--- src/rtl/uart_rx_fifo_if.sv ---
// Peripheral bus bundle shared between the CPU-side master and the UART receive block.
// valid/ready handshake with a single register-select address bit.
interface uart_rx_fifo_if;
  logic        valid;
  logic        wr;
  logic        reg_sel;
  logic [31:0] din;
  logic [31:0] dout;
  logic        ready;

  modport master (output valid, wr, reg_sel, din, input dout, ready);
  modport slave  (input valid, wr, reg_sel, din, output dout, ready);
endinterface

--- src/rtl/uart_rx_fifo.sv ---
// 8N1 serial receiver feeding a small byte FIFO, read through DATA/STATUS registers.
// Raises a level interrupt while received bytes are waiting.
module uart_rx_fifo #(
  parameter int CLK_HZ = 20000000,
  parameter int BAUD   = 115200,
  parameter int DEPTH  = 16
) (
  input  logic              clk,
  input  logic              rst,
  uart_rx_fifo_if.slave     bus,
  input  logic              rxd,
  output logic              irq
);

  localparam int          DIV      = (CLK_HZ + BAUD / 2) / BAUD;
  localparam logic [15:0] DIV_FULL = 16'(DIV - 1);
  localparam logic [15:0] DIV_HALF = 16'(DIV / 2 - 1);
  localparam int          AW       = $clog2(DEPTH);
  localparam logic [AW:0] FULL_CNT = (AW + 1)'(DEPTH);

  localparam logic [1:0] S_IDLE  = 2'd0;
  localparam logic [1:0] S_START = 2'd1;
  localparam logic [1:0] S_DATA  = 2'd2;
  localparam logic [1:0] S_STOP  = 2'd3;

  logic              rx_meta, rx_s;
  logic [1:0]        state;
  logic [15:0]       cnt;
  logic [2:0]        bit_idx;
  logic [7:0]        shreg;
  logic              expired;
  logic              rx_push, rx_bad;

  logic [7:0]        mem [DEPTH];
  logic [AW-1:0]     wptr, rptr;
  logic [AW:0]       count;
  logic              nonempty, full;
  logic              acc, do_pop, push_ok, ovr_set;
  logic              clr_ovr, clr_ferr;
  logic              ovr, ferr;
  logic              unused_din;

  // Both synchronizer flops reset to the idle line level so reset never fakes a start bit.
  always_ff @(posedge clk or posedge rst) begin
    if (rst) begin
      rx_meta <= 1'b1;
      rx_s    <= 1'b1;
    end else begin
      // NOTE: non-blocking assignments keep the two flops as a real two-stage pipe.
      rx_meta <= rxd;
      rx_s    <= rx_meta;
    end
  end

  assign expired = (cnt == 16'd0);
  assign rx_push = (state == S_STOP) && expired && rx_s;
  assign rx_bad  = (state == S_STOP) && expired && !rx_s;

  always_ff @(posedge clk or posedge rst) begin
    if (rst) begin
      state   <= S_IDLE;
      cnt     <= 16'd0;
      bit_idx <= 3'd0;
      shreg   <= 8'd0;
    end else begin
      case (state)
        S_IDLE: begin
          if (!rx_s) begin
            cnt   <= DIV_HALF;
            state <= S_START;
          end
        end
        S_START: begin
          if (!expired) begin
            cnt <= cnt - 16'd1;
          end else if (rx_s) begin
            state <= S_IDLE;
          end else begin
            cnt     <= DIV_FULL;
            bit_idx <= 3'd0;
            state   <= S_DATA;
          end
        end
        S_DATA: begin
          if (!expired) begin
            cnt <= cnt - 16'd1;
          end else begin
            shreg <= {rx_s, shreg[7:1]};
            cnt   <= DIV_FULL;
            if (bit_idx == 3'd7) state <= S_STOP;
            else                 bit_idx <= bit_idx + 3'd1;
          end
        end
        default: begin
          // Leaving STOP straight to IDLE lets a start bit right after the stop centre be caught.
          if (!expired) cnt <= cnt - 16'd1;
          else          state <= S_IDLE;
        end
      endcase
    end
  end

  assign nonempty = (count != '0);
  assign full     = (count == FULL_CNT);
  assign acc      = bus.valid && !bus.ready;
  assign do_pop   = acc && !bus.wr && !bus.reg_sel && nonempty;
  assign push_ok  = rx_push && (!full || do_pop);
  assign ovr_set  = rx_push && full && !do_pop;
  assign clr_ovr  = acc && bus.wr && bus.reg_sel && bus.din[8];
  assign clr_ferr = acc && bus.wr && bus.reg_sel && bus.din[9];
  assign unused_din = ^{bus.din[31:10], bus.din[7:0]};

  // NOTE: storage array has no reset; validity is tracked by count, so clearing it buys nothing.
  always_ff @(posedge clk) begin
    if (push_ok) mem[wptr] <= shreg;
  end

  always_ff @(posedge clk or posedge rst) begin
    if (rst) begin
      wptr  <= '0;
      rptr  <= '0;
      count <= '0;
      ovr   <= 1'b0;
      ferr  <= 1'b0;
      irq   <= 1'b0;
    end else begin
      if (push_ok) wptr <= wptr + 1'b1;
      if (do_pop)  rptr <= rptr + 1'b1;
      case ({push_ok, do_pop})
        2'b10:   count <= count + 1'b1;
        2'b01:   count <= count - 1'b1;
        default: count <= count;
      endcase
      // A flag raised in the same cycle as its clear wins.
      ovr  <= ovr_set | (ovr  & ~clr_ovr);
      ferr <= rx_bad  | (ferr & ~clr_ferr);
      irq  <= nonempty;
    end
  end

  always_ff @(posedge clk or posedge rst) begin
    if (rst) begin
      bus.ready <= 1'b0;
      bus.dout  <= 32'd0;
    end else begin
      bus.ready <= bus.valid & ~bus.ready;
      if (acc && !bus.wr) begin
        if (bus.reg_sel)   bus.dout <= {22'd0, ferr, ovr, 8'(count)};
        else if (nonempty) bus.dout <= {23'd0, 1'b1, mem[rptr]};
        else               bus.dout <= 32'd0;
      end
    end
  end

endmodule
--- src/flat_wrapper.sv ---
// flat-port wrapper written by rule: the top's interface ports become plain ports
module uart_rx_fifo_flat 
#(
  parameter int CLK_HZ = 20000000,
  parameter int BAUD   = 115200,
  parameter int DEPTH  = 16
)
  (clk, rst, rxd, irq, bus_valid, bus_wr, bus_reg_sel, bus_din, bus_dout, bus_ready);
  uart_rx_fifo_if bus_i ();
  input  logic clk;
  input  logic rst;
  input  logic rxd;
  output logic irq;
  input wire logic [$bits(bus_i.valid)-1:0] bus_valid;
  input wire logic [$bits(bus_i.wr)-1:0] bus_wr;
  input wire logic [$bits(bus_i.reg_sel)-1:0] bus_reg_sel;
  input wire logic [$bits(bus_i.din)-1:0] bus_din;
  output wire logic [$bits(bus_i.dout)-1:0] bus_dout;
  output wire logic [$bits(bus_i.ready)-1:0] bus_ready;
  assign bus_i.valid = bus_valid;
  assign bus_i.wr = bus_wr;
  assign bus_i.reg_sel = bus_reg_sel;
  assign bus_i.din = bus_din;
  assign bus_dout = bus_i.dout;
  assign bus_ready = bus_i.ready;
  uart_rx_fifo #(.CLK_HZ(CLK_HZ), .BAUD(BAUD), .DEPTH(DEPTH)) u_core (.clk(clk), .rst(rst), .bus(bus_i), .rxd(rxd), .irq(irq));
endmodule
--- config.mk ---
export PLATFORM = sky130hd
export DESIGN_NAME = uart_rx_fifo_flat
export DESIGN_NICKNAME = d
export VERILOG_FILES = /design/src/rtl/uart_rx_fifo_if.sv /design/src/rtl/uart_rx_fifo.sv /design/src/flat_wrapper.sv
export SDC_FILE = /design/constraint.sdc
export NUM_CORES = 1
export LEC_CHECK = 0
export ABC_AREA = 1
export CAP_MARGIN = 20
export CELL_PAD_IN_SITES_DETAIL_PLACEMENT = 0
export CELL_PAD_IN_SITES_GLOBAL_PLACEMENT = 1
export CORE_MARGIN = 3
export CORE_UTILIZATION = 49
export DETAILED_ROUTE_END_ITERATION = 10
export PLACE_DENSITY = 0.88
export RECOVER_POWER = 100
export SKIP_LAST_GASP = 1
export SYNTH_ARGS = -nofsm -noshare
export SYNTH_HDL_FRONTEND = slang
export SYNTH_SLANG_ARGS = --single-unit
--- constraint.sdc ---
create_clock -name clk -period 3.6 [get_ports clk]
set_input_delay 0.72 -clock clk [delete_from_list [all_inputs] [get_ports clk]]
set_output_delay 0.72 -clock clk [all_outputs]
set_load 0.02 [all_outputs]
**Word-level counts from Yosys, hierarchy flattened**

Memories as Yosys holds them, arrays and structs flattened.
Index checks and enable logic that the tools add are counted.

- Register bits after elaboration: 80
- Latch bits: 0
- RAM bits: 128
- Memory bits (read-only): 0
- Input port bits: 38
- Output and inout port bits: 34
- Memories: 1

- $add $sub $neg: 6
- Multipliers: 0
- Div/mod/pow operators: 0
- Order comparisons: 0
- Equal/unequal tests: 15
- Shift-type cells: 0
- Mux-type cells: 23
- Bitwise logic cells: 8
- Reductions and logical operators: 31

Memories:

| name | words | width | rd ports | clocked after memory_dff | write ports | RTL line | text |
|---|---|---|---|---|---|---|---|
| u_core.mem | 16 | 8 | 1 | 0 | 1 | uart_rx_fifo.sv:34 | `logic [7:0] mem [DEPTH];` |

Operator list:

| cell | count |
|---|---|
| 16-bit 2-to-1 mux | 5 |
| 16-bit one-hot mux with 3 select lines | 1 |
| 32-bit 2-to-1 mux | 1 |
| 16-bit logical NOT | 1 |
| 16-bit by 1-bit subtractor with 16-bit output (second input constant) | 1 |
| 1-bit logical AND | 14 |
| 2-bit 2-to-1 mux | 6 |
| 3-bit 2-to-1 mux | 4 |
| 5-bit one-hot mux with 2 select lines | 1 |
| 5-bit AND reduction | 2 |
| 9-bit 2-to-1 mux | 1 |
| 4-bit by 1-bit adder with 4-bit output (second input constant) | 2 |
| 2-bit == test (second input constant) | 3 |
| 1-bit logical NOT | 6 |
| 2-bit by 1-bit inequality test with 1-bit output (second input constant) | 3 |
| 2-bit inequality test (second input constant) | 3 |
| 2-bit one-hot mux with 3 select lines | 1 |
| 3-bit one-hot mux with 2 select lines | 1 |
| 2-bit nonzero test | 3 |
| 5-bit by 1-bit adder with 5-bit output (second input constant) | 1 |
| 5-bit == test (second input constant) | 1 |
| 5-bit nonzero test | 1 |
| 5-bit by 1-bit subtractor with 5-bit output (second input constant) | 1 |
| 2-bit by 1-bit == test with 1-bit output (second input constant) | 2 |
| other kinds (12) | 18 |

**Depth between registers and ports, before layout**

- Word-level depth: 9
- Mapped depth: 18
- Depth with buffers taken out: 18

**Least setup slack after synthesis**

No wires, ideal clock.

- Kind: input-to-reg
- Start point: in bus_valid
- End point: reg u_core.count[4]
- Data arrival time: 2230 ps
- Path slack: 1257 ps
- Stages on the path: 16
- Buffers on the path: 0
- Path through: nand2_1 > nor2_2 > nand2_1 > inv_1 > nand2_2 > inv_2 > nand2_4 > inv_1 > ha_1 > a21o_1 > a31oi_1 > inv_1 > nand2_1 > nand3_1 > nand2_1 > inv_1

- Cells in the longest elaborated chain, start to end: 8

RTL lines:

| item | RTL line | text |
|---|---|---|
| start: declaration | flat_wrapper.sv:14 | `input wire logic [$bits(bus_i.valid)-1:0] bus_valid;` |
| 1-bit logical AND (*) | uart_rx_fifo.sv:105 | `assign acc = bus.valid && !bus.ready;` |
| 1-bit logical AND (*) (3 in a row) | uart_rx_fifo.sv:106 | `assign do_pop = acc && !bus.wr && !bus.reg_sel && nonempty;` |
| 1-bit logical OR | uart_rx_fifo.sv:107 | `assign push_ok = rx_push && (!full \|\| do_pop);` |
| 1-bit logical AND | uart_rx_fifo.sv:107 |  |
| 2-bit by 1-bit == test with 1-bit output / 2-bit == test (equally long branches) | uart_rx_fifo.sv:129 | `case ({push_ok, do_pop})` |
| 5-bit one-hot mux with 2 select lines / 2-bit nonzero test (equally long branches) | n/a |  |
| end signal: assignment | uart_rx_fifo.sv:130 | `2'b10: count <= count + 1'b1;` |
| end signal: assignment | uart_rx_fifo.sv:131 | `2'b01: count <= count - 1'b1;` |
| end signal: assignment | uart_rx_fifo.sv:132 | `default: count <= count;` |
| end: declaration | uart_rx_fifo.sv:36 | `logic [AW:0] count;` |

Mark *: on every way between the ends. The rest lies on a longest branch, timed or not.
A chain may end at the register's enable or synchronous reset.

**Final worst setup path**

- Start point: in bus_valid
- End point: mem u_core.mem[3][3], enable pin

- Cells in the longest elaborated chain, start to end: 8

RTL lines:

| item | RTL line | text |
|---|---|---|
| 1-bit logical AND | uart_rx_fifo.sv:105 |  |
| 1-bit logical AND (3 in a row) | uart_rx_fifo.sv:106 |  |
| 1-bit logical OR | uart_rx_fifo.sv:107 |  |
| 1-bit logical AND | uart_rx_fifo.sv:107 |  |
| 1-bit 2-to-1 mux | uart_rx_fifo.sv:115 | `if (push_ok) mem[wptr] <= shreg;` |
| 1-bit 2-to-1 mux (not written as such) | uart_rx_fifo.sv:115 |  |
| end: declaration | uart_rx_fifo.sv:34 |  |

No other way between the ends.

==> metrics.md <==
| Metric | Value |
|---|---|
| DR WL/cell | `16.39 um` |
| Synth Instances | `813` |
| Run status | `finished, final reports clean` |
| CTS tree | `built` |
| Io pins | `72` |
| Ys Warns | `0` |
| Worst hold-check path type | `register to register` |
| NetSw | `1.917 mW` |
| Largest area contributor in the netlist | `edfxtp_1` |
| Hold Path End | `u_core.rx_s` |
| Crit start category | `input pin` |
| CTS buffer count | `17` |
| Final Instance Count excl. Fillers | `1079` |
| Slew margin rel. | `31.88%` |
| # hold bufs at CTS | `0` |
| Grt total ovfl | `0` |
| Critical path class | `input pin to register` |
| DP HPWL | `11.40 mm` |
| Sw frac | `33.23%` |
| Hold Path Cell Cnt | `0` |
| Largest net degree at the start of global routing | `74` |
| Max-cap viol count | `0` |
| Max FO, Critical Path | `8` |
| FF-to-FF End | `u_core.mem[3][3]` |
| Seq/Total Area, Yosys | `62.09%` |
| Final Net Count | `901` |
| Fin. max-slew vios | `0` |
| Pre-antenna DRT Iters | `5` |
| Root Driver | `clkbuf_16` |
| Skew-Pair Late Insertion Delay | `0.43 ns` |
| Routability cong. | `0.8313` |
| Yosys cell types | `51` |
| Final setup violation count | `0` |
| Final WL | `17.68 mm` |
| Primary FF master, synth | `edfxtp_1` |
| Clock transition at path regs | `0.06 ns` |
| CTS max path bufs | `2` |
| EDFF count, synth | `128` |
| Max Clk Rate | `0.3318 GHz` |
| Crit path capture type | `register` |
| Synth area leaders | `edfxtp_1 45%, dfrtp_1 16%, nand2_1 5.9%` |
| Fin crit share | `83.71%` |
| Min-delay src | `u_core.rx_meta` |
| FF-to-FF Start | `u_core.cnt[0]` |
| Number of clock sinks | `186` |
| Syn avg cell area | `10.49 sq um` |
| Placed instance area | `0.008957 sq mm` |
| Die area | `0.01903 sq mm` |
| Power share of the combinational group | `26.7%` |
| Die X-Extent | `138.0 um` |
| Fin Clk Skew | `0.01136 ns` |
| Clock share of power | `30.2%` |
| Arr. time, crit path | `3.08 ns` |
| Total track usage | `19.78%` |
| Internal power | `3.852 mW` |
| Number of port buffers | `19` |
| Core ar. | `0.01682 sq mm` |
| Worst-margin pin slew | `1.021 ns` |
| DRC Markers | `0` |
| Final Hold Fails | `0` |
| First-pass GRT wire length | `28.16 mm` |
| Leak Pwr | `4.047 nW` |
| Part of the power in registers | `43.1%` |
| Initial antenna violation count | `0` |
| RSZ-0062 raised after global routing | `no` |
| Vias in the first global route | `5364` |
| Max VDD drop | `0.3752 mV` |
| Reg-to-reg slack, setup | `0.77 ns` |
| Setup Total Neg Slack | `0 ns` |
| FF-to-FF path depth | `11` |
| Crit path required time | `3.66 ns` |
| WHS | `0.3557 ns` |
| Routed Antenna Nets | `0` |
| PostCTS Resize Cnt | `0` |
| Mapped cell area | `0.008532 sq mm` |
| Htree depth | `4` |
| Diodes inserted | `0` |
| Post-layout minimum cycle time | `3.014 ns` |
| Placed Instances | `1047` |
| Asr flop ratio synth | `31.18%` |
| Flops & latches, synth | `186` |
| PwrDens | `615.4 mW/mm^2` |
| Die H | `138.0 um` |
| Layout area overhead | `9.884%` |
| Final Cell Area | `0.009375 sq mm` |
| Vias per inst | `5.243` |
| # rows | `47` |
| Iteration-0 DRC Markers | `521` |
| Share of the synthesized area in the top cell type | `45.05%` |
| Initial Utilization | `50.73%` |
| Setup repair bufs after CTS | `0` |
| Share of cells above drive strength 1 | `7.218%` |
| Via count | `5657` |
## through the flow
step                      setup slack (ns)  util (%)  total power [mW]
final                               0.5864     55.74             5.769
after floorplan                      1.257         -             3.632
after global routing                0.3413     55.74             6.104
after detailed placement            0.4271     53.26             4.088
after CTS                           0.8739     56.55             5.832
after global placement              0.4201     53.26             4.061
## worst max-delay path by stage
stage          startpoint               end  slack, ns  cells past startpoint
2_1_floorplan   bus_valid   u_core.count[4]       1.26                     16
3_3_place_gp    bus_valid   u_core.count[4]       0.42                     17
3_5_place_dp    bus_valid   u_core.count[4]       0.43                     17
4_1_cts         bus_valid   u_core.count[4]       0.87                     17
5_1_grt         bus_valid   u_core.count[4]       0.34                     17
6_report        bus_valid  u_core.mem[3][3]       0.59                     10
## cells by family (layout without fill, tap and decap cells)
family                   after synthesis  in the layout  share of synthesized area, %
XOR/XNOR                              10             10                         1.027
other                                  1             22                       0.04395
adder cells (fa/ha/maj)               17             17                         2.581
AO/OA/AOI/OAI                        159            159                         11.22
flip-flops                           186            186                         62.09
AND/OR/NAND/NOR                      317            317                         16.10
buffers and inverters                123            148                         6.937
## Yosys cell counts, types with 11 or more instances
master	instances
inv_1	61
o22ai_1	11
o21ai_0	82
ha_1	16
edfxtp_1	128
buf_4	28
nand3_1	27
nor2_1	124
nand2_1	133
dfrtp_1	56
a21oi_1	14
o211ai_1	26
## cell type report
class	instances	area, sq um
Fill cell	1471	7443
Clock buffer	23	490.5
Inverter	73	279.0
Sequential cell	186	5299
Tap cell	220	275.3
Timing Repair Buffer	43	322.8
Multi-Input combinational cell	525	2646
Clock inverter	9	62.56
## per-layer routing
layer	GRT usage [%]	vias up	part of all wire, %
met4	7.409	0	2.4
met2	31.26	149	47
met5	0	-	0
met3	4.499	33	5.1
met1	26.91	2698	45
li1	-	2777	-
## cells in the final DEF (no fill, tap or decap), drive strengths merged, types with 2 or more instances in the layout
cell,netlist,routed
xor2,9,9
o22ai,12,12
nor2,131,131
nand4,5,5
o21ai,92,92
conb,1,22
clkinv,2,8
nand3,30,30
inv,71,73
or2,2,2
clkdlybuf4s50,0,4
ha,16,16
a32o,2,2
a21boi,2,2
dlygate4sd3,0,15
o211ai,28,28
nand2,145,145
dfrtp,56,56
edfxtp,128,128
dfstp,2,2
buf,40,8
a21oi,14,14
clkbuf,10,39
o31ai,2,2
a31oi,2,2
## power groups by stage
stage	Combinational, mW	Clock (mW)	Sequential (mW)
after floorplan	1.12	0	2.51
after global placement	1.53	0	2.53
after detailed placement	1.56	0	2.53
after CTS	1.57	1.77	2.49
after global routing	1.74	1.87	2.50
final	1.54	1.74	2.48
## sequential cells by signal, summed over array words and instances (netlist names)
register          flops
u_core.bit_idx        3
u_core.bus.dout      10
u_core.bus.ready      1
u_core.cnt           16
u_core.count          5
u_core.ferr           1
u_core.irq            1
u_core.mem          128
u_core.ovr            1
u_core.rptr           4
u_core.rx_meta        1
u_core.rx_s           1
u_core.shreg          8
u_core.state          2
u_core.wptr           4
## worst max-delay path, stage by stage
cell and delay, ns:
dlygate4sd3_1 0.52, nand2_1 0.06, nor2_1 0.27, nand2_1 0.12, nand3_1 0.21, nand3_1 0.19, inv_1 0.21, nand3_1 0.17
nor2_1 0.15, clkbuf_1 0.45
Note: power is estimated with default switching activity, not from simulation.
